`config.mk`:
```
export PLATFORM = sky130hd
export DESIGN_NAME = clk_gate_ctrl_flat
export DESIGN_NICKNAME = d
export VERILOG_FILES = /design/src/rtl/clk_gate_pkg.sv /design/src/rtl/clk_gate_ctrl_if.sv /design/src/rtl/req_arbiter.sv /design/src/rtl/clk_gate_ctrl.sv /design/src/flat_wrapper.sv
export SDC_FILE = /design/constraint.sdc
export NUM_CORES = 1
export LEC_CHECK = 0
export CORE_UTILIZATION = 35
export DETAILED_ROUTE_END_ITERATION = 12
export GPL_ROUTABILITY_DRIVEN = 0
export SYNTH_ARGS = -nofsm -noshare
export SYNTH_HDL_FRONTEND = slang
export SYNTH_HIERARCHICAL = 1
export SYNTH_SLANG_ARGS = --single-unit
```
`constraint.sdc`:
```
create_clock -name clk -period 2.2 [get_ports clk]
set_clock_uncertainty 0.05 [all_clocks]
set_input_delay 0.44 -clock clk [delete_from_list [all_inputs] [get_ports clk]]
set_output_delay 0.44 -clock clk [all_outputs]
set_load 0.01 [all_outputs]
```
`src/rtl/clk_gate_pkg.sv`:
```
// Shared types and defaults for the capture-clock gate controller.
// Holds the FSM state encoding and the fixed-priority select helper.
package clk_gate_pkg;

  typedef enum logic [1:0] {
    S_OFF  = 2'd0,
    S_WAKE = 2'd1,
    S_ON   = 2'd2,
    S_HOLD = 2'd3
  } state_t;

  localparam int unsigned DEF_N_REQ    = 3;
  localparam int unsigned DEF_WAKE_CYC = 2;
  localparam int unsigned DEF_HOLD_W   = 8;
  localparam int unsigned DEF_CNT_W    = 16;
  localparam int unsigned MAX_REQ      = 32;
  localparam int unsigned WAKE_CNT_W   = 4;

  // Index of the lowest set bit; MAX_REQ when no bit is set.
  function automatic int unsigned lowest_set_idx(input logic [MAX_REQ-1:0] v);
    int unsigned idx;
    idx = MAX_REQ;
    for (int unsigned i = MAX_REQ; i > 0; i--) begin
      if (v[i-1]) idx = i - 1;
    end
    return idx;
  endfunction

endpackage

```
`src/rtl/clk_gate_ctrl_if.sv`:
```
// Request/gate signal bundle between requesters and the gate controller.
interface clk_gate_ctrl_if
  import clk_gate_pkg::*;
#(
  parameter int unsigned N_REQ  = DEF_N_REQ,
  parameter int unsigned HOLD_W = DEF_HOLD_W,
  parameter int unsigned CNT_W  = DEF_CNT_W
) ();

  logic [N_REQ-1:0]  req;
  logic              busy;
  logic              force_on;
  logic [HOLD_W-1:0] hold_cyc;
  logic              gate;
  logic              ready;
  logic [N_REQ-1:0]  ack;
  logic [CNT_W-1:0]  on_count;
  logic [1:0]        state_o;

  modport master (
    output req, busy, force_on, hold_cyc,
    input  gate, ready, ack, on_count, state_o
  );

  modport slave (
    input  req, busy, force_on, hold_cyc,
    output gate, ready, ack, on_count, state_o
  );

endinterface

```
`src/rtl/req_arbiter.sv`:
```
// Fixed-priority one-hot acknowledge; each requester is served once per
// assertion and becomes eligible again only after its request drops.
module req_arbiter
  import clk_gate_pkg::*;
#(
  parameter int unsigned N_REQ = DEF_N_REQ
) (
  input  logic             clk,
  input  logic             rst,
  input  logic [N_REQ-1:0] i_req,
  input  logic             i_enable,
  output logic [N_REQ-1:0] o_ack
);

  logic [N_REQ-1:0]   r_served;
  logic [MAX_REQ-1:0] w_pend;
  logic [N_REQ-1:0]   w_ack;
  int unsigned        w_idx;

  always_comb begin
    w_pend             = '0;
    w_pend[N_REQ-1:0]  = i_req & ~r_served;
    w_idx              = lowest_set_idx(w_pend);
    w_ack              = '0;
    if (i_enable) begin
      for (int unsigned i = 0; i < N_REQ; i++) begin
        if (w_idx == i) w_ack[i] = 1'b1;
      end
    end
  end

  always_ff @(posedge clk) begin
    if (rst) r_served <= '0;
    else     r_served <= (r_served | w_ack) & i_req;
  end

  assign o_ack = w_ack;

endmodule

```
`src/rtl/clk_gate_ctrl.sv`:
```
// Gate controller for the capture clock: wakes on activity, settles for
// WAKE_CYC cycles, serves requests, and holds the gate for a tail before off.
module clk_gate_ctrl
  import clk_gate_pkg::*;
#(
  parameter int unsigned N_REQ    = DEF_N_REQ,
  parameter int unsigned WAKE_CYC = DEF_WAKE_CYC,
  parameter int unsigned HOLD_W   = DEF_HOLD_W,
  parameter int unsigned CNT_W    = DEF_CNT_W
) (
  input logic           clk,
  input logic           rst,
  clk_gate_ctrl_if.slave cg
);

  state_t                r_state, w_state_nxt;
  logic [WAKE_CNT_W-1:0] r_wake_cnt, w_wake_nxt;
  logic [HOLD_W-1:0]     r_hold_cnt, w_hold_nxt;
  logic [CNT_W-1:0]      r_on_count, w_on_count_nxt;
  logic                  r_gate, w_gate_nxt;
  logic                  r_ready, w_ready_nxt;
  logic                  w_any_act;

  assign w_any_act = (|cg.req) | cg.busy | cg.force_on;

  always_comb begin
    w_state_nxt    = r_state;
    w_wake_nxt     = r_wake_cnt;
    w_hold_nxt     = r_hold_cnt;
    w_on_count_nxt = r_on_count;
    case (r_state)
      S_OFF: begin
        if (w_any_act) begin
          w_state_nxt    = S_WAKE;
          w_wake_nxt     = WAKE_CNT_W'(WAKE_CYC - 1);
          w_on_count_nxt = r_on_count + 1'b1;
        end
      end
      S_WAKE: begin
        if (r_wake_cnt == '0) w_state_nxt = S_ON;
        else                  w_wake_nxt  = r_wake_cnt - 1'b1;
      end
      S_ON: begin
        if (!w_any_act) begin
          w_state_nxt = S_HOLD;
          w_hold_nxt  = cg.hold_cyc;
        end
      end
      S_HOLD: begin
        if (w_any_act)              w_state_nxt = S_ON;
        else if (r_hold_cnt == '0)  w_state_nxt = S_OFF;
        else                        w_hold_nxt  = r_hold_cnt - 1'b1;
      end
      default: w_state_nxt = S_OFF;
    endcase
    // gate/ready are registered copies of the next state so they never glitch
    w_gate_nxt  = (w_state_nxt != S_OFF);
    w_ready_nxt = (w_state_nxt == S_ON) || (w_state_nxt == S_HOLD);
  end

  always_ff @(posedge clk) begin
    if (rst) begin
      r_state    <= S_OFF;
      r_wake_cnt <= '0;
      r_hold_cnt <= '0;
      r_on_count <= '0;
      r_gate     <= 1'b0;
      r_ready    <= 1'b0;
    end else begin
      r_state    <= w_state_nxt;
      r_wake_cnt <= w_wake_nxt;
      r_hold_cnt <= w_hold_nxt;
      r_on_count <= w_on_count_nxt;
      r_gate     <= w_gate_nxt;
      r_ready    <= w_ready_nxt;
    end
  end

  req_arbiter #(.N_REQ(N_REQ)) u_arb (
    .clk      (clk),
    .rst      (rst),
    .i_req    (cg.req),
    .i_enable (r_state == S_ON),
    .o_ack    (cg.ack)
  );

  assign cg.gate     = r_gate;
  assign cg.ready    = r_ready;
  assign cg.on_count = r_on_count;
  assign cg.state_o  = r_state;

endmodule

```
`src/flat_wrapper.sv`:
```
// flat-port wrapper written by rule: the top's interface ports become plain ports
module clk_gate_ctrl_flat import clk_gate_pkg::*;
#(
  parameter int unsigned N_REQ    = DEF_N_REQ,
  parameter int unsigned WAKE_CYC = DEF_WAKE_CYC,
  parameter int unsigned HOLD_W   = DEF_HOLD_W,
  parameter int unsigned CNT_W    = DEF_CNT_W
)
  (clk, rst, cg_req, cg_busy, cg_force_on, cg_hold_cyc, cg_gate, cg_ready, cg_ack, cg_on_count, cg_state_o);
  clk_gate_ctrl_if #(.N_REQ(N_REQ), .HOLD_W(HOLD_W), .CNT_W(CNT_W)) cg_i ();
  input logic clk;
  input logic rst;
  input wire logic [$bits(cg_i.req)-1:0] cg_req;
  input wire logic [$bits(cg_i.busy)-1:0] cg_busy;
  input wire logic [$bits(cg_i.force_on)-1:0] cg_force_on;
  input wire logic [$bits(cg_i.hold_cyc)-1:0] cg_hold_cyc;
  output wire logic [$bits(cg_i.gate)-1:0] cg_gate;
  output wire logic [$bits(cg_i.ready)-1:0] cg_ready;
  output wire logic [$bits(cg_i.ack)-1:0] cg_ack;
  output wire logic [$bits(cg_i.on_count)-1:0] cg_on_count;
  output wire logic [$bits(cg_i.state_o)-1:0] cg_state_o;
  assign cg_i.req = cg_req;
  assign cg_i.busy = cg_busy;
  assign cg_i.force_on = cg_force_on;
  assign cg_i.hold_cyc = cg_hold_cyc;
  assign cg_gate = cg_i.gate;
  assign cg_ready = cg_i.ready;
  assign cg_ack = cg_i.ack;
  assign cg_on_count = cg_i.on_count;
  assign cg_state_o = cg_i.state_o;
  clk_gate_ctrl #(.N_REQ(N_REQ), .WAKE_CYC(WAKE_CYC), .HOLD_W(HOLD_W), .CNT_W(CNT_W)) u_core (.clk(clk), .rst(rst), .cg(cg_i));
endmodule
```
# Yosys cells after proc, flatten, opt, wreduce, memory -nomap -nowiden
# Cells that the tools add are included.
# word_totals
register_bits	35
latchBits	0
ram_bits	0
mem_bits_ro	0
in_bits	15
out_inout_bits	23
word_cells	60
memories	0
# classes
add_sub_neg	3
mul	0
n_div	0
order_cmp	0
eq_ne	12
shifts	0
muxes	20
bitwise	6
n_reduce_logical	12
# ops
operator	n
32-bit 2-to-1 mux	2
32-bit by 1-bit == test with 1-bit output (second input constant)	1
32-bit by 2-bit == test with 1-bit output (second input constant)	1
32-bit logical NOT	1
8-bit 2-to-1 mux	3
16-bit by 1-bit adder with 16-bit output (second input constant)	1
8-bit one-hot mux with 2 select lines	1
2-bit 2-to-1 mux	5
2-bit == test (second input constant)	4
8-bit logical NOT	1
4-bit 2-to-1 mux	2
2-bit != test (second input constant)	4
2-bit one-hot mux with 4 select lines	1
4-bit one-hot mux with 2 select lines	1
8-bit by 1-bit subtractor with 8-bit output (second input constant)	1
3-bit AND	2
6-bit 2-to-1 mux	1
2-bit nonzero test	3
4-bit logical NOT	1
4-bit AND reduction	1
4-bit by 1-bit subtractor with 4-bit output (second input constant)	1
1-bit 2-to-1 mux	3
3-bit 2-to-1 mux	1
3-bit NOT	1
other kinds (9)	10

# Logic depth before layout (Yosys ltp)
# Gate-level depths: netlist of run 1.
# depth
ltp_word	10
mapped_depth	6
depth_no_buf	6

# Modules after synthesis
# Netlist of run 1, hierarchy kept.
# modules_own_cells
mod	instances	cells_each	area_each_um2	seq_area_each_um2
clk_gate_ctrl	1	194	1665.3	620.6
req_arbiter	1	16	165.2	60.1

# Worst setup path after synthesis of run 1
# OpenSTA, ideal clock, no wires.
# synth_path
path_type	in2reg
start	input cg_req[0]
end	register u_core.r_hold_cnt[0]
setup_time_ps	86
arrival_ps	1808
t_required_ps	2064
path_slack_ps	255
path_stages	5
path_buffers	1
path_cell_list	or4_4 > buf_6 > a211oi_4 > o21ai_2 > a221oi_2
# synth_via
elab_chain_cells	5
word_cells_on_any_way	6
cone_classes	eq/ne: 2; bitwise: 2; reduce/logical: 2
# synth_lines
element	line_no	source
from (decl)	flat_wrapper.sv:13	input wire logic [$bits(cg_i.req)-1:0] cg_req;
3-bit OR reduction *	clk_gate_ctrl.sv:24	assign w_any_act = (|cg.req) | cg.busy | cg.force_on;
1-bit bitwise OR * (2 in a row)	clk_gate_ctrl.sv:24	
2-bit != test (no line)	--	
4-bit AND reduction (no line) *	--	
to (signal assigned)	clk_gate_ctrl.sv:72	r_hold_cnt <= w_hold_nxt;
to (decl)	clk_gate_ctrl.sv:18	logic [HOLD_W-1:0] r_hold_cnt, w_hold_nxt;
# Mark *: on every way between the ends. The rest lies on a longest branch, timed or not.
# A chain may end at the register's enable or synchronous reset.

# Worst setup path in the final report of run 1
# layout_path
start	input cg_req[2]
end	register u_core.r_hold_cnt[5]
# The elaborated chain is that of the path after synthesis.

==> results of run 1 <==
power by group through the flow:
stage          Sequential (mW)  Clock (mW)  Combinational, mW
2_1_floorplan            0.701           0              0.210
3_3_place_gp             0.691           0              0.398
4_1_cts                  0.677       0.499              0.401
3_5_place_dp             0.692           0              0.399
5_1_grt                  0.682       0.528              0.440
6_report                 0.678       0.480              0.400
final cells by class:
type	count	area, um2	share of cell area, %
multi-input cells	160	1080	43.8
flip-flops and latches	34	681	27.6
repair buffers	56	509	20.6
clock buffers	7	86.3	3.50
well taps	67	83.8	3.40
inverters	6	22.5	0.912
clock inverters	1	5.00	0.203
through the flow:
step / setup WS [ps] / cells / instance area (um2) / utilization [%]
2_1_floorplan: 255 / 210 / 1830 / -
3_3_place_gp: -239 / 323 / 2380 / 48.7
3_5_place_dp: -329 / 323 / 2380 / 48.7
4_1_cts: 0.514 / 331 / 2470 / 50.5
5_1_grt: 1.67 / 331 / 2470 / 50.6
6_report: 55.6 / 331 / 2470 / 50.6
worst max-delay path, cell delays in order:
cell and delay, ps:
clkdlybuf4s50_1 450, or4_4 620, a211o_1 380, nor4_1 300, a31o_1 130
cell families after synthesis:
family | Yosys count
AND/OR/NAND/NOR | 87
AO/OA/AOI/OAI | 58
flip-flops | 34
buffers and inverters | 16
XOR/XNOR | 9
adder cells (fa/ha/maj) | 4
multiplexers | 2
worst paths after layout:
check | endpoint | slack (ps) | cells past startpoint
worst min register to register | u_core/u_arb/r_served[0] | 430 | 2
worst min-delay path | u_core/u_arb/r_served[0] | 430 | 2
worst max-delay path | u_core/r_hold_cnt[5] | 60 | 5
worst max register to register | u_core/r_hold_cnt[0] | 290 | 6
placed cells by master, fill, tap and decap left out, types with 6 or more instances in the layout:
master            n
or4_1             6
nor2_1           23
xor2_1            8
clkdlybuf4s50_1  34
buf_4            19
inv_1             6
nand2_1          11
dfxtp_1          34
a21oi_1          18
o21ai_0           8
nor3_1            6
nand3_1           6
clkbuf_8          6
routing by layer:
| layer | vias to the layer above | track usage (%) |
|---|---|---|
| li1 | 890 | - |
| met1 | 801 | 25.6 |
| met2 | 47 | 26.0 |
| met3 | 7 | 3.79 |
| met4 | 0 | 6.92 |
| met5 | - | 0 |
state kept, by name, indices dropped and copies added (netlist names):
name and cells:
u_core/r_wake_cnt 4, u_core/cg.state_o 1, u_core/cg.ready 1, u_core/cg.gate 1, u_core/r_hold_cnt 8, u_core/cg.on_count 16, u_core/u_arb/r_served 3
timing repair:
item                                    4_1_cts  5_1_grt
gates resized for setup                       3        1
endpoints found under the setup margin        4        3
pin swaps                                     0        1
buffers inserted                              0        0
gates cloned                                  0        0
==> results.yml, run 1 <==
clock_network:
  postCtsHoldBufs: 0
  cts_tree: "yes"
  htree_levels: 2
  clockBufferDepth: 2
  clkTransAtPathRegs_ps: 70
  numCtsBuffers: 5
  clk-insertion-delay-late_ps: 290
  numClockSinks: 34
  root_buffer: "clkbuf_8"
worst_setup_path:
  setup.worst_path.start: "cg_req[2]"
  cp-start-kind: "input pin"
  arrival_ps: 2330
  critical_path.max_fanout: 8
  crit_path_end_kind: "register"
  r2r_start: "u_core/r_hold_cnt[0]"
  required_ps: 2390
  path_class: "in -> reg"
sta:
  slew_violations: 0
  relSlewSlack_pct: 59.8
  setup_violations: 0
  period_needed_ps: 2140
  fmax_mhz: 466
  finalCritPeriodShare_pct: 97.5
  finalSetupTns_ps: 0
  rsz0062_at_grt: "no"
  hold_violations: 0
  timing.hold.ws_ps: 435
  tightest_slew_ps: 598
worst_hold_path:
  worstHoldPathType: "reg -> reg"
  min_from: "u_core/u_arb/r_served[0]"
route:
  wl_met1_um: 2290
  drt-initial-drc-count: 169
  met3_length_um: 253
  dr.pass1.iters: 4
  drc: 0
  viasPerCell: 5.27
  vias: 1745
  wl_per_cell_um: 13.9
  top_layer: "met4"
  wl_met2_um: 2010
  detail-route-antenna-nets: 0
  wl_um: 4620
logic_synthesis:
  synth_area_leaders: "dfxtp_1, a21oi_1, nor2_1"
  synthesis.area_um2: 1830
  avgSynthCellArea_um2: 8.72
  synth_top_cell_by_area: "dfxtp_1"
  ys_seq_area_share_pct: 37.2
  synth_nets: 229
  synth-edff-count: 0
  synth_compound_area_share_pct: 21.7
  synth_top_family_by_area: "simple AND/OR/NAND/NOR gates"
  ys.flop_type: "dfxtp_1"
  synthSimpleGateAreaFrac_pct: 28.9
  synth_mux_area_share_pct: 1.23
  post-synth-top-area-fraction_pct: 37.2
  yosysMostFrequentCell: "dfxtp_1"
  synth_warnings: 6
  yosysUniqueCellTypes: 51
  async_reset_ff_share_pct: 0
  synthCells: 210
  synth-adder-area-share_pct: 2.73
  ys_ff_latch: 34
  yosys.area_share.xor_xnor_pct: 4.31
  synth_commonest_cells: "dfxtp_1, nor2_1, a21oi_1, nand2_1"
final_layout:
  antenna_cells: 0
  drive_gt1_share_pct: 15.5
  finalNetCount: 282
  area_growth_pct: 34.9
  num-fill-cells: 481
pwr:
  p_switching_mw: 0.456
  power_frac_seq_pct: 43.5
  peakVddDrop_uv: 345
  p_comb_share_pct: 25.7
  p_leak_nw: 0.863
  total_power_mw: 1.56
  internal-power_mw: 1.10
  power_density_nw_per_um2: 631
  clkPwrFrac_pct: 30.8
  switching_share_pct: 29.3
die:
  die_h_um: 74.3
  rows: 25
  start_util_pct: 37.5
  io_pins: 38
  coreArea_um2: 4880
  die_x_um: 74.3
  die_area_um2: 5520
global_routing:
  overflow: 0
  grtUsageTotal_pct: 17.8
  grt_pass1_wl_um: 7470
  grt_max_degree: 17
  grt_pass1_vias: 1547
  grt_antenna_before_repair: 0
job:
  drv_cap: 0
run_status:
  status: "finished clean"
placed_design:
  io_buffers: 37
  place_hpwl_um: 3320
Note: power is estimated with default switching activity, not from simulation.
==> run 2: changes to the inputs <==
--- a/config.mk
+++ b/config.mk
@@ -8,6 +8,7 @@
 export CORE_UTILIZATION = 35
 export DETAILED_ROUTE_END_ITERATION = 12
 export GPL_ROUTABILITY_DRIVEN = 0
+export MAX_ROUTING_LAYER = met4
 export SYNTH_ARGS = -nofsm -noshare
 export SYNTH_HDL_FRONTEND = slang
 export SYNTH_HIERARCHICAL = 1
==> results.yml, run 2 (synthesis results as in run 1) <==
sta:
  rsz0062_at_grt: "no"
  finalSetupTns_ps: 0
  relSlewSlack_pct: 60.6
  tightest_slew_ps: 587
  fmax_mhz: 467
  finalCritPeriodShare_pct: 97.3
  period_needed_ps: 2140
  hold_violations: 0
  setup_violations: 0
  slew_violations: 0
run_status:
  status: "finished clean"
final_layout:
  postLayoutCoreUtil_pct: 50.6
  largest_reg_flops: 16
  final_area_um2: 2470
  drive_gt1_share_pct: 15.5
  final_cell_mix: "clkdlybuf4s50_1, dfxtp_1, nor2_1"
  area_growth_pct: 34.9
  num-fill-cells: 481
  antenna_cells: 0
  instances_no_fill: 331
  finalNetCount: 282
clock_network:
  numClockSinks: 34
  clkTransAtPathRegs_ps: 70
  cts_tree: "yes"
  clockBufferDepth: 2
  numCtsBuffers: 5
  htree_levels: 2
  postCtsHoldBufs: 0
  root_buffer: "clkbuf_8"
  clk-insertion-delay-late_ps: 290
worst_setup_path:
  arrival_ps: 2330
  cp-start-kind: "input pin"
  setup.worst_path.start: "cg_req[2]"
  r2r_start: "u_core/r_hold_cnt[0]"
  critPathSlowestCell: "or4_4"
  required_ps: 2390
  worstPathCellList: "clkdlybuf4s50_1, or4_4, a211o_1, nor4_1, a31o_1"
  path_class: "in -> reg"
  critical_path.max_fanout: 8
  crit_path_end_kind: "register"
  slowest_delay_ps: 620
route:
  detail-route-antenna-nets: 0
  dr.pass1.iters: 4
  wl_um: 4650
  vias: 1741
  drt-initial-drc-count: 166
  wl_per_cell_um: 14.0
  viasPerCell: 5.26
  drc: 0
global_routing:
  grtUsageTotal_pct: 18.4
  overflow: 0
  grt_max_degree: 17
  grt_pass1_vias: 1546
  grt_antenna_before_repair: 0
  grt_pass1_wl_um: 7480
worst_hold_path:
  min_from: "u_core/u_arb/r_served[0]"
  worstHoldPathType: "reg -> reg"
die:
  start_util_pct: 37.5
  die_x_um: 74.3
  io_pins: 38
  die_h_um: 74.3
  rows: 25
  coreArea_um2: 4880
  die_area_um2: 5520
placed_design:
  dp.cells: 323
  place_area_um2: 2380
  place_hpwl_um: 3320
  io_buffers: 37
job:
  drv_cap: 0
pwr:
  peakVddDrop_uv: 345
  p_leak_nw: 0.863
  power_density_nw_per_um2: 632
  total_power_mw: 1.56
[run 2: cell counts in the layout (fill, tap and decap cells not counted)]
Identical to the previous run, type by type.
[run 2: what timing repair did]
| action | 4_1_cts | 5_1_grt |
|---|---|---|
| pin swaps | 0 | 1 |
| setup endpoints to repair | 4 | 3 |
| gates resized for setup | 3 | 1 |
| buffers inserted | 0 | 0 |
[run 2: layout make-up]
type	instances	area, um2	area share [%]
tap	67	83.8	3.40
clock buffer	7	86.3	3.50
timing repair buffer	56	509	20.6
multi-input combinational	160	1080	43.8
sequential	34	681	27.6
clock inverter	1	5.00	0.203
inverter	6	22.5	0.912
[run 2: path summary, 6_finish.rpt]
path | end | slack [ps] | cells past startpoint
setup / recovery | u_core/r_hold_cnt[5] | 60 | 5
hold / removal | u_core/u_arb/r_served[0] | 430 | 2
setup reg to reg | u_core/r_hold_cnt[0] | 290 | 6
hold reg to reg | u_core/u_arb/r_served[0] | 430 | 2
[run 2: stage by stage]
stage | hold WS (ps) | setup WS, ps
final | 434 | 59.0
after global routing | 466 | 1.67
after CTS | 438 | 0.514
after detailed placement | 428 | -329
after global placement | 422 | -239
after floorplan | 408 | 255
[run 2: power breakdown]
group	internal [mW]	switching, mW
registers	0.648	0.0299
clock network	0.252	0.228
logic	0.202	0.200
total	1.10	0.459
[run 2: per-layer routing]
metal	vias to the layer above	share of wire, %	GRT usage (%)
met5	-	0	-
met4	0	1.4	6.92
met3	7	5.3	3.79
met2	46	42	26.0
met1	801	51	25.6
li1	887	-	-
[run 2: worst max-delay path: cells and delay by family]
kind	cells	cell delay, ps
simple gates	2	920
compound gates	2	510
buf+inv	1	450
